## src/rtl/snake_body_tracker.sv

```systemverilog
// Snake segment register file with the move/grow sequencer: wall check, serial
// self-collision scan, then a one-cycle body shift with optional growth.
module snake_body_tracker #(
    parameter int unsigned MAX_LEN  = 16,
    parameter int unsigned INIT_LEN = 3,
    parameter int unsigned INIT_X   = 10,
    parameter int unsigned INIT_Y   = 10,
    parameter int unsigned GRID_MAX = 31
) (
    input  logic       clk,
    input  logic       rst,
    input  logic       step,
    input  logic [1:0] dir,
    input  logic       grow,
    input  logic [4:0] next_x,
    input  logic [4:0] next_y,
    output logic [4:0] head_x,
    output logic [4:0] head_y,
    output logic [4:0] len,
    input  logic [3:0] rd_idx,
    output logic [4:0] rd_x,
    output logic [4:0] rd_y,
    output logic       rd_valid,
    output logic       busy,
    output logic       step_done,
    output logic       game_over
);

    localparam int unsigned CW = 5;
    localparam int unsigned IW = 4;
    localparam logic [CW-1:0] GRID    = CW'(GRID_MAX);
    localparam logic [CW-1:0] LEN_CAP = CW'(MAX_LEN);

    typedef enum logic [1:0] {
        RUN,
        SCAN,
        UPDATE,
        DEAD
    } state_t;

    state_t        state;
    logic [CW-1:0] seg_x [MAX_LEN];
    logic [CW-1:0] seg_y [MAX_LEN];
    logic [IW-1:0] idx;
    logic [IW-1:0] last_idx;
    logic [CW-1:0] lat_x;
    logic [CW-1:0] lat_y;
    logic          lat_g;
    logic          wall_c;
    logic          grow_eff_c;

    // A move that would leave the grid is caught before the adder wrap matters.
    always_comb begin
        wall_c = 1'b0;
        case (dir)
            2'b00:   wall_c = (seg_y[0] == '0);
            2'b01:   wall_c = (seg_x[0] == GRID);
            2'b10:   wall_c = (seg_y[0] == GRID);
            default: wall_c = (seg_x[0] == '0);
        endcase
    end

    assign grow_eff_c = grow && (len < LEN_CAP);

    always_ff @(posedge clk) begin
        if (rst) begin
            for (int unsigned i = 0; i < MAX_LEN; i++) begin
                if (i < INIT_LEN) begin
                    seg_x[IW'(i)] <= CW'(INIT_X - i);
                    seg_y[IW'(i)] <= CW'(INIT_Y);
                end else begin
                    seg_x[IW'(i)] <= '0;
                    seg_y[IW'(i)] <= '0;
                end
            end
            len       <= CW'(INIT_LEN);
            state     <= RUN;
            idx       <= '0;
            last_idx  <= '0;
            lat_x     <= '0;
            lat_y     <= '0;
            lat_g     <= 1'b0;
            busy      <= 1'b0;
            step_done <= 1'b0;
            game_over <= 1'b0;
        end else begin
            step_done <= 1'b0;
            case (state)
                RUN: begin
                    if (step) begin
                        if (wall_c) begin
                            state     <= DEAD;
                            game_over <= 1'b1;
                        end else begin
                            lat_x    <= next_x;
                            lat_y    <= next_y;
                            lat_g    <= grow_eff_c;
                            // The tail vacates on a plain move, so it is skipped.
                            last_idx <= grow_eff_c ? IW'(len - 5'd1) : IW'(len - 5'd2);
                            idx      <= '0;
                            busy     <= 1'b1;
                            state    <= SCAN;
                        end
                    end
                end
                SCAN: begin
                    if (seg_x[idx] == lat_x && seg_y[idx] == lat_y) begin
                        state     <= DEAD;
                        busy      <= 1'b0;
                        game_over <= 1'b1;
                    end else if (idx == last_idx) begin
                        state <= UPDATE;
                    end else begin
                        idx <= idx + IW'(1);
                    end
                end
                UPDATE: begin
                    for (int unsigned i = 1; i < MAX_LEN; i++) begin
                        seg_x[IW'(i)] <= seg_x[IW'(i - 1)];
                        seg_y[IW'(i)] <= seg_y[IW'(i - 1)];
                    end
                    seg_x[0]  <= lat_x;
                    seg_y[0]  <= lat_y;
                    len       <= len + CW'(lat_g);
                    busy      <= 1'b0;
                    step_done <= 1'b1;
                    state     <= RUN;
                end
                default: begin
                    state <= DEAD;
                end
            endcase
        end
    end

    assign head_x   = seg_x[0];
    assign head_y   = seg_y[0];
    assign rd_x     = seg_x[rd_idx];
    assign rd_y     = seg_y[rd_idx];
    assign rd_valid = ({1'b0, rd_idx} < len);

endmodule

```

## config.mk

```make
export PLATFORM = sky130hd
export DESIGN_NAME = snake_body_tracker
export DESIGN_NICKNAME = d
export VERILOG_FILES = /design/src/rtl/snake_body_tracker.sv
export SDC_FILE = /design/constraint.sdc
export NUM_CORES = 1
export LEC_CHECK = 0
export ABC_AREA = 1
export CORE_MARGIN = 2
export CORE_UTILIZATION = 40
export CTS_CLUSTER_DIAMETER = 40
export DETAILED_ROUTE_END_ITERATION = 12
export GPL_TIMING_DRIVEN = 0
export HOLD_SLACK_MARGIN = 0.02
export PLACE_DENSITY = 0.57
export SETUP_SLACK_MARGIN = 0.15
export SYNTH_ARGS = -nofsm -noshare
export SYNTH_HDL_FRONTEND = slang
export SYNTH_SLANG_ARGS = --single-unit
```

## constraint.sdc

```tcl
create_clock -name clk -period 4.7 [get_ports clk]
set_input_delay 0.47 -clock clk [delete_from_list [all_inputs] [get_ports clk]]
set_output_delay 0.47 -clock clk [all_outputs]
set_load 0.03 [all_outputs]
```

# [Word level (Yosys, flattened, before mapping)]
# Memory sizes are Yosys's and may differ from the RTL's. A register that Yosys moved wholly into a read port is not among the register bits.
# Cells that the tools add are included.
# Widths: inputs -> output; s select.
[classes] n_addsub=4 n_lt_le_gt_ge=2 eq_ne=16 mux=61 bitwise=33 n_reduce_logical=13
[op_table] operator="$mux 5" count=32
[op_table] operator="$mux 4" count=9
[op_table] operator="$or 1x1->1" count=32
[op_table] operator="$ne 2x2->1 const B" count=6
[op_table] operator="$mux 1" count=11
[op_table] operator="$eq 5x5->1" count=2
[op_table] operator="$eq 5x5->1 const B" count=2
[op_table] operator="$logic_not 5->1" count=2
[op_table] operator="$mux 2" count=4
[op_table] operator="$pmux 4 s2" count=1
[op_table] operator="$reduce_and 4->1" count=2
[op_table] operator="$pmux 1 s3" count=2
[op_table] operator="$pmux 2 s3" count=1
[op_table] operator="$add 5x1->5" count=1
[op_table] operator="$lt 4x5->1" count=1
[op_table] operator="$lt 5x5->1 const B" count=1
[op_table] operator="$reduce_and 5->1" count=1
[op_table] operator="$add 4x1->4 const B" count=1
[op_table] operator="$eq 2x1->1 const B" count=2
[op_table] operator="$eq 2x2->1 const B" count=2
[op_table] operator="$eq 4x4->1" count=1
[op_table] operator="$logic_not 2->1" count=2
[op_table] operator="$sub 4x1->4 const B" count=1
[op_table] operator="$sub 4x2->4 const B" count=1
[op_table] operator="8 further kinds" count=9
[totals] regBits=29 ram_bits=160 input_bits=20 output_inout_bits=29 word_cells=141 memories=2
[memory_table] name="seg_x" words=16 word_bits=5 read_ports=17 rd_ports_with_merged_regs=1 write_ports=16 line="42" text="logic [CW-1:0] seg_x [MAX_LEN];"
[memory_table] name="seg_y" words=16 word_bits=5 read_ports=17 rd_ports_with_merged_regs=1 write_ports=16 line="43" text="logic [CW-1:0] seg_y [MAX_LEN];"

# [Depth between registers and ports, before layout]
# Gate-level depths: netlist (run 1).
[logic_depth] ltp_word=7 mapped_depth=19 depth_no_buf=17

# [Least setup slack after synthesis (run 1)]
# Ideal clock, no wire load.
[synth_timing] kind="register -> register" startpoint="register state[0]" endpoint="memory seg_x[0][0], enable pin" setup_time_ns=0.504 arrival_time_ns=3.711 t_required_ns=4.196 path_slack_ns=0.485 stages_incl_launch_ff=6 path_buffers=1 synth_period_minus_slack_ns=4.215 cell_sequence="dfxtp_1 > inv_1 > ha_1 > nor2_1 > clkinv_1 > clkbuf_1"
[synth_rtl] element="from (decl)" line="41" text="state_t state;"
[synth_rtl] element="from (signal assigned)" line="77" text="state <= RUN;"
[synth_rtl] element="from (signal assigned)" line="92" text="state <= DEAD;"
[synth_rtl] element="from (signal assigned)" line="102" text="state <= SCAN;"
[synth_rtl] element="to (decl)" line="42"

# [Final worst setup path (run 1)]
[layout_timing] startpoint="input rd_idx[1]" endpoint="output rd_x[2]"
[layout_between] elab_chain_len=1
[layout_lines] element="from (decl)" line="20" text="input logic [3:0] rd_idx,"
[layout_lines] element="$mem_v2 16x5"
[layout_lines] element="to (decl)" line="21" text="output logic [4:0] rd_x,"
# No other way between the ends.

==> run_summary.xml, run 1 <==
<?xml version="1.0" encoding="UTF-8"?>
<metrics>
  <group name="global_routing">
    <metric name="grt_pass1_vias" unit="">9281</metric>
    <metric name="initial_antenna_violation_count" unit="">1</metric>
    <metric name="grt_first_pass_wirelength" unit="um">57600</metric>
    <metric name="total_global_routing_track_utilization" unit="%">29.1</metric>
    <metric name="grt_start_max_net_pins" unit="">59</metric>
    <metric name="globalRoute.totalOverflow" unit="">0</metric>
  </group>
  <group name="floorplanning">
    <metric name="core" unit="mm^2">0.0258</metric>
    <metric name="initial_utilization" unit="%">40.3</metric>
    <metric name="boundaryPins" unit="">49</metric>
    <metric name="vert_die_dim" unit="um">165</metric>
    <metric name="chipWidth" unit="um">165</metric>
    <metric name="fp-row-count" unit="">59</metric>
    <metric name="die-area" unit="mm^2">0.0274</metric>
  </group>
  <group name="synth">
    <metric name="synth-seq-cells" unit="">193</metric>
    <metric name="syn_nets" unit="">1372</metric>
    <metric name="synth.most_common_cell" unit="">sky130_fd_sc_hd__nand2_1</metric>
    <metric name="post-synth-top-area-cell" unit="">sky130_fd_sc_hd__edfxtp_1</metric>
    <metric name="sequential_cell_area_fraction_in_the_yosys_report" unit="%">46.7</metric>
    <metric name="synthTopCellsByArea" unit="">sky130_fd_sc_hd__edfxtp_1 (29%), sky130_fd_sc_hd__dfxtp_1 (18%), sky130_fd_sc_hd__nand2_1 (7.5%)</metric>
    <metric name="ys.warnings.count" unit="">0</metric>
    <metric name="postSynth.topFlopCell" unit="">sky130_fd_sc_hd__edfxtp_1</metric>
    <metric name="netlist.area_leader.share" unit="%">28.8</metric>
    <metric name="async_flop_share" unit="%">0</metric>
    <metric name="synth_enable_flop_cells" unit="">100</metric>
    <metric name="synth.lib_cells_used.distinct" unit="">36</metric>
    <metric name="netlist_area" unit="mm^2">0.0104</metric>
    <metric name="avgSynthCellArea" unit="um^2">7.81</metric>
    <metric name="synthCells" unit="">1335</metric>
    <metric name="commonest_cells_in_the_synthesized_netlist" unit="">sky130_fd_sc_hd__nand2_1 (208), sky130_fd_sc_hd__inv_1 (194), sky130_fd_sc_hd__a21oi_1 (126)</metric>
  </group>
  <group name="routing">
    <metric name="routed_via_density" unit="">5.71</metric>
    <metric name="detailedRoute.firstPassIterationCount" unit="">5</metric>
    <metric name="routed_wl" unit="um">39000</metric>
    <metric name="drtIter0Drc" unit="">1136</metric>
    <metric name="via_count" unit="">9999</metric>
    <metric name="post-route-drc-count" unit="">0</metric>
    <metric name="drtAntennaViolNets" unit="">0</metric>
    <metric name="drt-wirelength-per-cell" unit="um">22.3</metric>
  </group>
  <group name="pwr">
    <metric name="vdd_ir_drop_max" unit="mV">0.231</metric>
    <metric name="power.density_cell_area" unit="mW/mm^2">483</metric>
    <metric name="leakagePower" unit="nW">4.64</metric>
  </group>
  <group name="timing">
    <metric name="rsz0062_at_grt" unit="">no</metric>
    <metric name="finClkSkew" unit="ps">10.1</metric>
    <metric name="report.final.hold_viol_count" unit="">0</metric>
    <metric name="fmax" unit="MHz">232</metric>
    <metric name="worst_pin_slew" unit="ps">988</metric>
    <metric name="fin_crit_sh" unit="%">91.5</metric>
    <metric name="timing.slew.headroom" unit="%">34.1</metric>
    <metric name="setup_violation_total_in_the_final_timing_report" unit="">0</metric>
    <metric name="timing_max_transition_violations_final" unit="">0</metric>
    <metric name="setup_tns_final" unit="ps">0</metric>
    <metric name="period_minus_slack" unit="ps">4300</metric>
  </group>
  <group name="layout">
    <metric name="post-route-util" unit="%">46.4</metric>
    <metric name="antenna_diode_count" unit="">0</metric>
    <metric name="syn2layout_area_growth" unit="%">15.1</metric>
    <metric name="drive_above_1_share" unit="%">6.57</metric>
    <metric name="stdcell_count" unit="">1750</metric>
    <metric name="post-route-cell-area" unit="mm^2">0.0120</metric>
    <metric name="final_net_count" unit="">1439</metric>
    <metric name="filler_cell_count" unit="">2631</metric>
  </group>
  <group name="clock_network">
    <metric name="cts.path.max_buffers" unit="">2</metric>
    <metric name="clk_pin_slew_worst_paths" unit="ps">80</metric>
    <metric name="cts_sinks" unit="">193</metric>
    <metric name="cts_made_buffers" unit="">17</metric>
    <metric name="postCtsResizedCells" unit="">0</metric>
    <metric name="clock-root-buffer" unit="">sky130_fd_sc_hd__clkbuf_16</metric>
    <metric name="htree_num_levels" unit="">4</metric>
    <metric name="cts.repair_timing.setup_buffer_count" unit="">0</metric>
    <metric name="holdBufCountCts" unit="">0</metric>
    <metric name="worst_skew_pair.late_latency" unit="ps">450</metric>
    <metric name="tritoncts_clock_tree" unit="">built</metric>
  </group>
  <group name="run">
    <metric name="drv.max_cap_violation_count" unit="">0</metric>
  </group>
  <group name="setup_path">
    <metric name="criticalPathCategory" unit="">in2out</metric>
    <metric name="timing.critical_path.arrival" unit="ps">3830</metric>
    <metric name="critical_path.max_fanout" unit="">10</metric>
    <metric name="critical_path.endpoint" unit="">rd_x[2]</metric>
    <metric name="reg2regPathDepth" unit="">6</metric>
    <metric name="crit_path_start" unit="">rd_idx[1]</metric>
    <metric name="timing.rr.start" unit="">state[0]</metric>
    <metric name="regToRegSetupSlack" unit="ps">1860</metric>
    <metric name="crit_path_start_kind" unit="">input pin</metric>
    <metric name="critical_path_required" unit="ps">4230</metric>
    <metric name="cp-end-kind" unit="">primary output</metric>
    <metric name="r2r-end" unit="">seg_x[0][1]</metric>
  </group>
  <group name="worst_hold_path">
    <metric name="min_path_type" unit="">reg2reg</metric>
  </group>
  <group name="placement">
    <metric name="placed_cells_incl_taps" unit="">1718</metric>
    <metric name="place_congestion" unit="">0.950</metric>
    <metric name="i_o_buffers" unit="">47</metric>
    <metric name="dpl-instance-area" unit="mm^2">0.0113</metric>
    <metric name="dpl_hpwl" unit="um">26800</metric>
  </group>
  <group name="outcome">
    <metric name="outcome" unit="">completed</metric>
  </group>
</metrics>
[worst min path at each step]
stage,slack [ps],from,end,depth (start not counted)
after detailed placement,450,game_over,game_over,2
after floorplan,450,lat_g,lat_g,2
final,460,game_over,game_over,2
after global routing,490,game_over,game_over,2
after CTS,460,game_over,game_over,2
after global placement,450,game_over,game_over,2
[per-layer routing]
| metal | track usage, % | wire length [um] | up-vias |
|---|---|---|---|
| met1 | 38.8 | 15700 | 4626 |
| met3 | 6.99 | 4590 | 116 |
| li1 | - | - | 4621 |
| met2 | 44.6 | 16900 | 636 |
| met4 | 13.4 | 1870 | 0 |
| met5 | 0 | 0 | - |
[kinds of logic (layout without fill, tap and decap cells)]
group	after synthesis	in the layout	synth area share (%)
simple gates	476	476	19.5
compound gates	351	351	19.6
buf+inv	290	370	11.5
flops	193	193	46.7
fa+ha+maj	17	17	2.04
xor+xnor	8	8	0.672
[layout by cell type, fill, tap and decap left out, types with 62 or more instances in the layout]
master and instances:
sky130_fd_sc_hd__nand3_1 122, sky130_fd_sc_hd__o22ai_1 62, sky130_fd_sc_hd__inv_1 194, sky130_fd_sc_hd__o21ai_0 110, sky130_fd_sc_hd__a21oi_1 126, sky130_fd_sc_hd__clkbuf_1 64, sky130_fd_sc_hd__edfxtp_1 100, sky130_fd_sc_hd__dfxtp_1 93
sky130_fd_sc_hd__nand2_1 208, sky130_fd_sc_hd__nor2_1 124
[registers in the layout, summed over array words and instances, names as in the netlist, named ones only]
register / flops
idx: 4
lat_y: 5
lat_g: 1
game_over: 1
len: 5
seg_x: 80
state: 2
seg_y: 80
lat_x: 5
step_done: 1
last_idx: 4
busy: 1
[through the flow]
stage	total power, mW	hold WS, ps	setup WS (ps)
floorplan	3.50	449	485
global placement	4.15	446	-1690
detailed placement	4.15	448	474
CTS	5.75	463	467
global route	6.04	492	284
finish	5.79	459	399
[power by group]
part	internal (mW)	switching [mW]	leakage (nW)
clock	0.906	0.727	0.323
sequential	2.11	0.171	1.77
combinational	0.546	1.33	2.55
total	3.56	2.23	4.64
[critical path, stage by stage]
cell                              delay, ps
sky130_fd_sc_hd__clkdlybuf4s50_1        500
sky130_fd_sc_hd__clkbuf_1               270
sky130_fd_sc_hd__clkbuf_1               480
sky130_fd_sc_hd__clkbuf_1               560
sky130_fd_sc_hd__o21ai_0                180
sky130_fd_sc_hd__a21oi_1                170
sky130_fd_sc_hd__o22ai_1                110
sky130_fd_sc_hd__o21ai_0                320
sky130_fd_sc_hd__clkdlybuf4s50_1        760
[cell type report]
type / instances / area [um^2] / area share (%)
Inverter: 200 / 753 / 6.28
Buffer: 90 / 450 / 3.75
Timing Repair Buffer: 48 / 498 / 4.15
Sequential cell: 193 / 4860 / 40.5
Tap cell: 335 / 419 / 3.49
Clock inverter: 9 / 100 / 0.834
Multi-Input combinational cell: 852 / 4360 / 36.3
Clock buffer: 23 / 554 / 4.62
Power figures use the tool's default switching activity.
==> inputs of run 2 (changes only) <==
--- a/config.mk
+++ b/config.mk
@@ -6,14 +6,17 @@
 export NUM_CORES = 1
 export LEC_CHECK = 0
 export ABC_AREA = 1
+export CAP_MARGIN = 25
 export CORE_MARGIN = 2
 export CORE_UTILIZATION = 40
 export CTS_CLUSTER_DIAMETER = 40
 export DETAILED_ROUTE_END_ITERATION = 12
 export GPL_TIMING_DRIVEN = 0
 export HOLD_SLACK_MARGIN = 0.02
+export MAX_ROUTING_LAYER = met4
 export PLACE_DENSITY = 0.57
 export SETUP_SLACK_MARGIN = 0.15
 export SYNTH_ARGS = -nofsm -noshare
 export SYNTH_HDL_FRONTEND = slang
 export SYNTH_SLANG_ARGS = --single-unit
+export TNS_END_PERCENT = 10
==> run 2 against run 1 <==
  * First-iteration DRC count rose by 1.8%
  * Critical path depth unchanged
  * Worst setup slack improved by 1.0 ps
  * Clock skew shrank 1.9 ps
  * Highest routed layer unchanged
  * Utilization down 0.38 points
  * Critical path type unchanged
  * Non-clock buffer count did not move
==> run_summary.xml, run 2 (synthesis results as in run 1) <==
<?xml version="1.0" encoding="UTF-8"?>
<metrics>
  <group name="global_routing">
    <metric name="grt_first_pass_wirelength" unit="um">57200</metric>
    <metric name="grt_pass1_vias" unit="">9166</metric>
    <metric name="globalRoute.totalOverflow" unit="">0</metric>
    <metric name="total_global_routing_track_utilization" unit="%">29.6</metric>
    <metric name="grt_start_max_net_pins" unit="">58</metric>
    <metric name="initial_antenna_violation_count" unit="">0</metric>
  </group>
  <group name="timing">
    <metric name="fin_crit_sh" unit="%">91.5</metric>
    <metric name="timing.slew.headroom" unit="%">37.1</metric>
    <metric name="fmax" unit="MHz">233</metric>
    <metric name="report.final.hold_viol_count" unit="">0</metric>
    <metric name="setup_violation_total_in_the_final_timing_report" unit="">0</metric>
    <metric name="finClkSkew" unit="ps">8.25</metric>
    <metric name="rsz0062_at_grt" unit="">no</metric>
    <metric name="worst_pin_slew" unit="ps">944</metric>
    <metric name="period_minus_slack" unit="ps">4300</metric>
    <metric name="timing_max_transition_violations_final" unit="">0</metric>
  </group>
  <group name="run">
    <metric name="drv.max_cap_violation_count" unit="">0</metric>
  </group>
  <group name="placement">
    <metric name="dpl-instance-area" unit="mm^2">0.0113</metric>
    <metric name="dpl_hpwl" unit="um">26700</metric>
    <metric name="place_congestion" unit="">0.973</metric>
    <metric name="i_o_buffers" unit="">47</metric>
  </group>
  <group name="floorplanning">
    <metric name="vert_die_dim" unit="um">165</metric>
    <metric name="chipWidth" unit="um">165</metric>
    <metric name="boundaryPins" unit="">49</metric>
    <metric name="die-area" unit="mm^2">0.0274</metric>
    <metric name="initial_utilization" unit="%">40.3</metric>
    <metric name="fp-row-count" unit="">59</metric>
    <metric name="core" unit="mm^2">0.0258</metric>
  </group>
  <group name="layout">
    <metric name="post-route-util" unit="%">46.1</metric>
    <metric name="syn2layout_area_growth" unit="%">14.2</metric>
    <metric name="final_net_count" unit="">1439</metric>
    <metric name="filler_cell_count" unit="">2633</metric>
    <metric name="seqCellArea" unit="mm^2">0.00486</metric>
    <metric name="post-route-cell-area" unit="mm^2">0.0119</metric>
    <metric name="mostFrequentLayoutCell" unit="">sky130_fd_sc_hd__nand2_1</metric>
    <metric name="biggestRegsByFlops" unit="">seg_x x80, seg_y x80</metric>
    <metric name="multi_input_logic_area" unit="mm^2">0.00436</metric>
    <metric name="drive_above_1_share" unit="%">6.57</metric>
    <metric name="final_cell_mix" unit="">sky130_fd_sc_hd__nand2_1 (208), sky130_fd_sc_hd__inv_1 (194), sky130_fd_sc_hd__a21oi_1 (126)</metric>
  </group>
  <group name="pwr">
    <metric name="leakagePower" unit="nW">4.58</metric>
    <metric name="power.density_cell_area" unit="mW/mm^2">468</metric>
    <metric name="vdd_ir_drop_max" unit="mV">0.242</metric>
  </group>
  <group name="clock_network">
    <metric name="cts_made_buffers" unit="">17</metric>
    <metric name="tritoncts_clock_tree" unit="">built</metric>
    <metric name="cts_sinks" unit="">193</metric>
    <metric name="cts.repair_timing.setup_buffer_count" unit="">0</metric>
    <metric name="postCtsResizedCells" unit="">0</metric>
    <metric name="htree_num_levels" unit="">4</metric>
    <metric name="cts.path.max_buffers" unit="">2</metric>
    <metric name="worst_skew_pair.late_latency" unit="ps">440</metric>
    <metric name="holdBufCountCts" unit="">0</metric>
    <metric name="clock-root-buffer" unit="">sky130_fd_sc_hd__clkbuf_16</metric>
    <metric name="clk_pin_slew_worst_paths" unit="ps">70</metric>
  </group>
  <group name="setup_path">
    <metric name="path_cells" unit="">clkdlybuf4s50_1 -&gt; clkbuf_1 -&gt; clkbuf_1 -&gt; clkbuf_1 -&gt; o21ai_0 -&gt; a21oi_1 -&gt; o22ai_1 -&gt; o21ai_0 -&gt; clkdlybuf4s50_1</metric>
    <metric name="crit_path_start_kind" unit="">input pin</metric>
    <metric name="critical_path.max_fanout" unit="">10</metric>
    <metric name="timing.critical_path.arrival" unit="ps">3830</metric>
    <metric name="cp-end-kind" unit="">primary output</metric>
    <metric name="critPathSlowestCell" unit="">sky130_fd_sc_hd__clkdlybuf4s50_1</metric>
    <metric name="critical_path_required" unit="ps">4230</metric>
    <metric name="criticalPathCategory" unit="">in2out</metric>
    <metric name="critical_path.most_common_cell" unit="">sky130_fd_sc_hd__clkbuf_1</metric>
    <metric name="critPathMaxStageDelay" unit="ps">750</metric>
  </group>
  <group name="worst_hold_path">
    <metric name="min_path_type" unit="">reg2reg</metric>
  </group>
  <group name="routing">
    <metric name="drtIter0Drc" unit="">1156</metric>
    <metric name="drtAntennaViolNets" unit="">0</metric>
    <metric name="routed_via_density" unit="">5.67</metric>
    <metric name="post-route-drc-count" unit="">0</metric>
    <metric name="drt-wirelength-per-cell" unit="um">22.0</metric>
    <metric name="via_count" unit="">9936</metric>
    <metric name="routed_wl" unit="um">38600</metric>
    <metric name="detailedRoute.firstPassIterationCount" unit="">9</metric>
  </group>
  <group name="outcome">
    <metric name="outcome" unit="">completed</metric>
  </group>
</metrics>
-- run 2: cell count changes in the layout (fill, tap and decap cells not counted), sizes merged --
cell | before | now
bufinv | 1 | 0
clkbuf | 87 | 81
clkinv | 5 | 9
clkinvlp | 0 | 4
diode | 0 | 1
inv | 203 | 202
-- run 2: per-layer routing --
layer / part of all wire [%] / vias up / GRT usage [%] / wire, um
li1: - / 4614 / - / -
met1: 41 / 4602 / 39.2 / 16000
met2: 44 / 614 / 44.8 / 16800
met3: 11 / 106 / 6.19 / 4280
met4: 3.9 / 0 / 11.4 / 1500
met5: 0 / - / - / 0
-- run 2: power breakdown --
part	switching (mW)	internal, mW
Sequential	0.173	2.11
Combinational	1.32	0.546
Clock	0.730	0.695
-- run 2: worst max-delay path: cells and delay by family --
| family | cells | cell delay (ps) |
|---|---|---|
| compound gates | 4 | 730 |
| buf+inv | 5 | 2640 |
-- run 2: metrics by stage --
| step | hold slack [ps] | std cells | setup WS (ps) | setup TNS, ps | total power [mW] |
|---|---|---|---|---|---|
| final | 458 | 1751 | 400 | 0 | 5.57 |
| after global routing | 486 | 1750 | 267 | 0 | 5.84 |
| after CTS | 460 | 1750 | 466 | 0 | 5.55 |
| after detailed placement | 446 | 1718 | 474 | 0 | 4.15 |
| after global placement | 446 | 1717 | -1700 | -183360 | 4.15 |
| after floorplan | 449 | 1335 | 485 | 0 | 3.50 |
-- run 2: final cells by class --
type	instances	share of cell area, %
clock inverters	15	1.08
multi-input cells	852	36.6
diodes	1	0.0210
repair buffers	48	4.18
clock buffers	17	3.57
flip-flops and latches	193	40.9
plain buffers	90	3.78
well taps	335	3.52
inverters	200	6.33
-- run 2: worst paths after layout --
kind | endpoint | from | slack [ps] | depth (start not counted)
worst max-delay path | rd_x[2] | rd_idx[1] | 400 | 9
worst min-delay path | game_over | game_over | 460 | 2
worst max register to register | seg_y[8][0] | state[0] | 1890 | 6
worst min register to register | game_over | game_over | 460 | 2
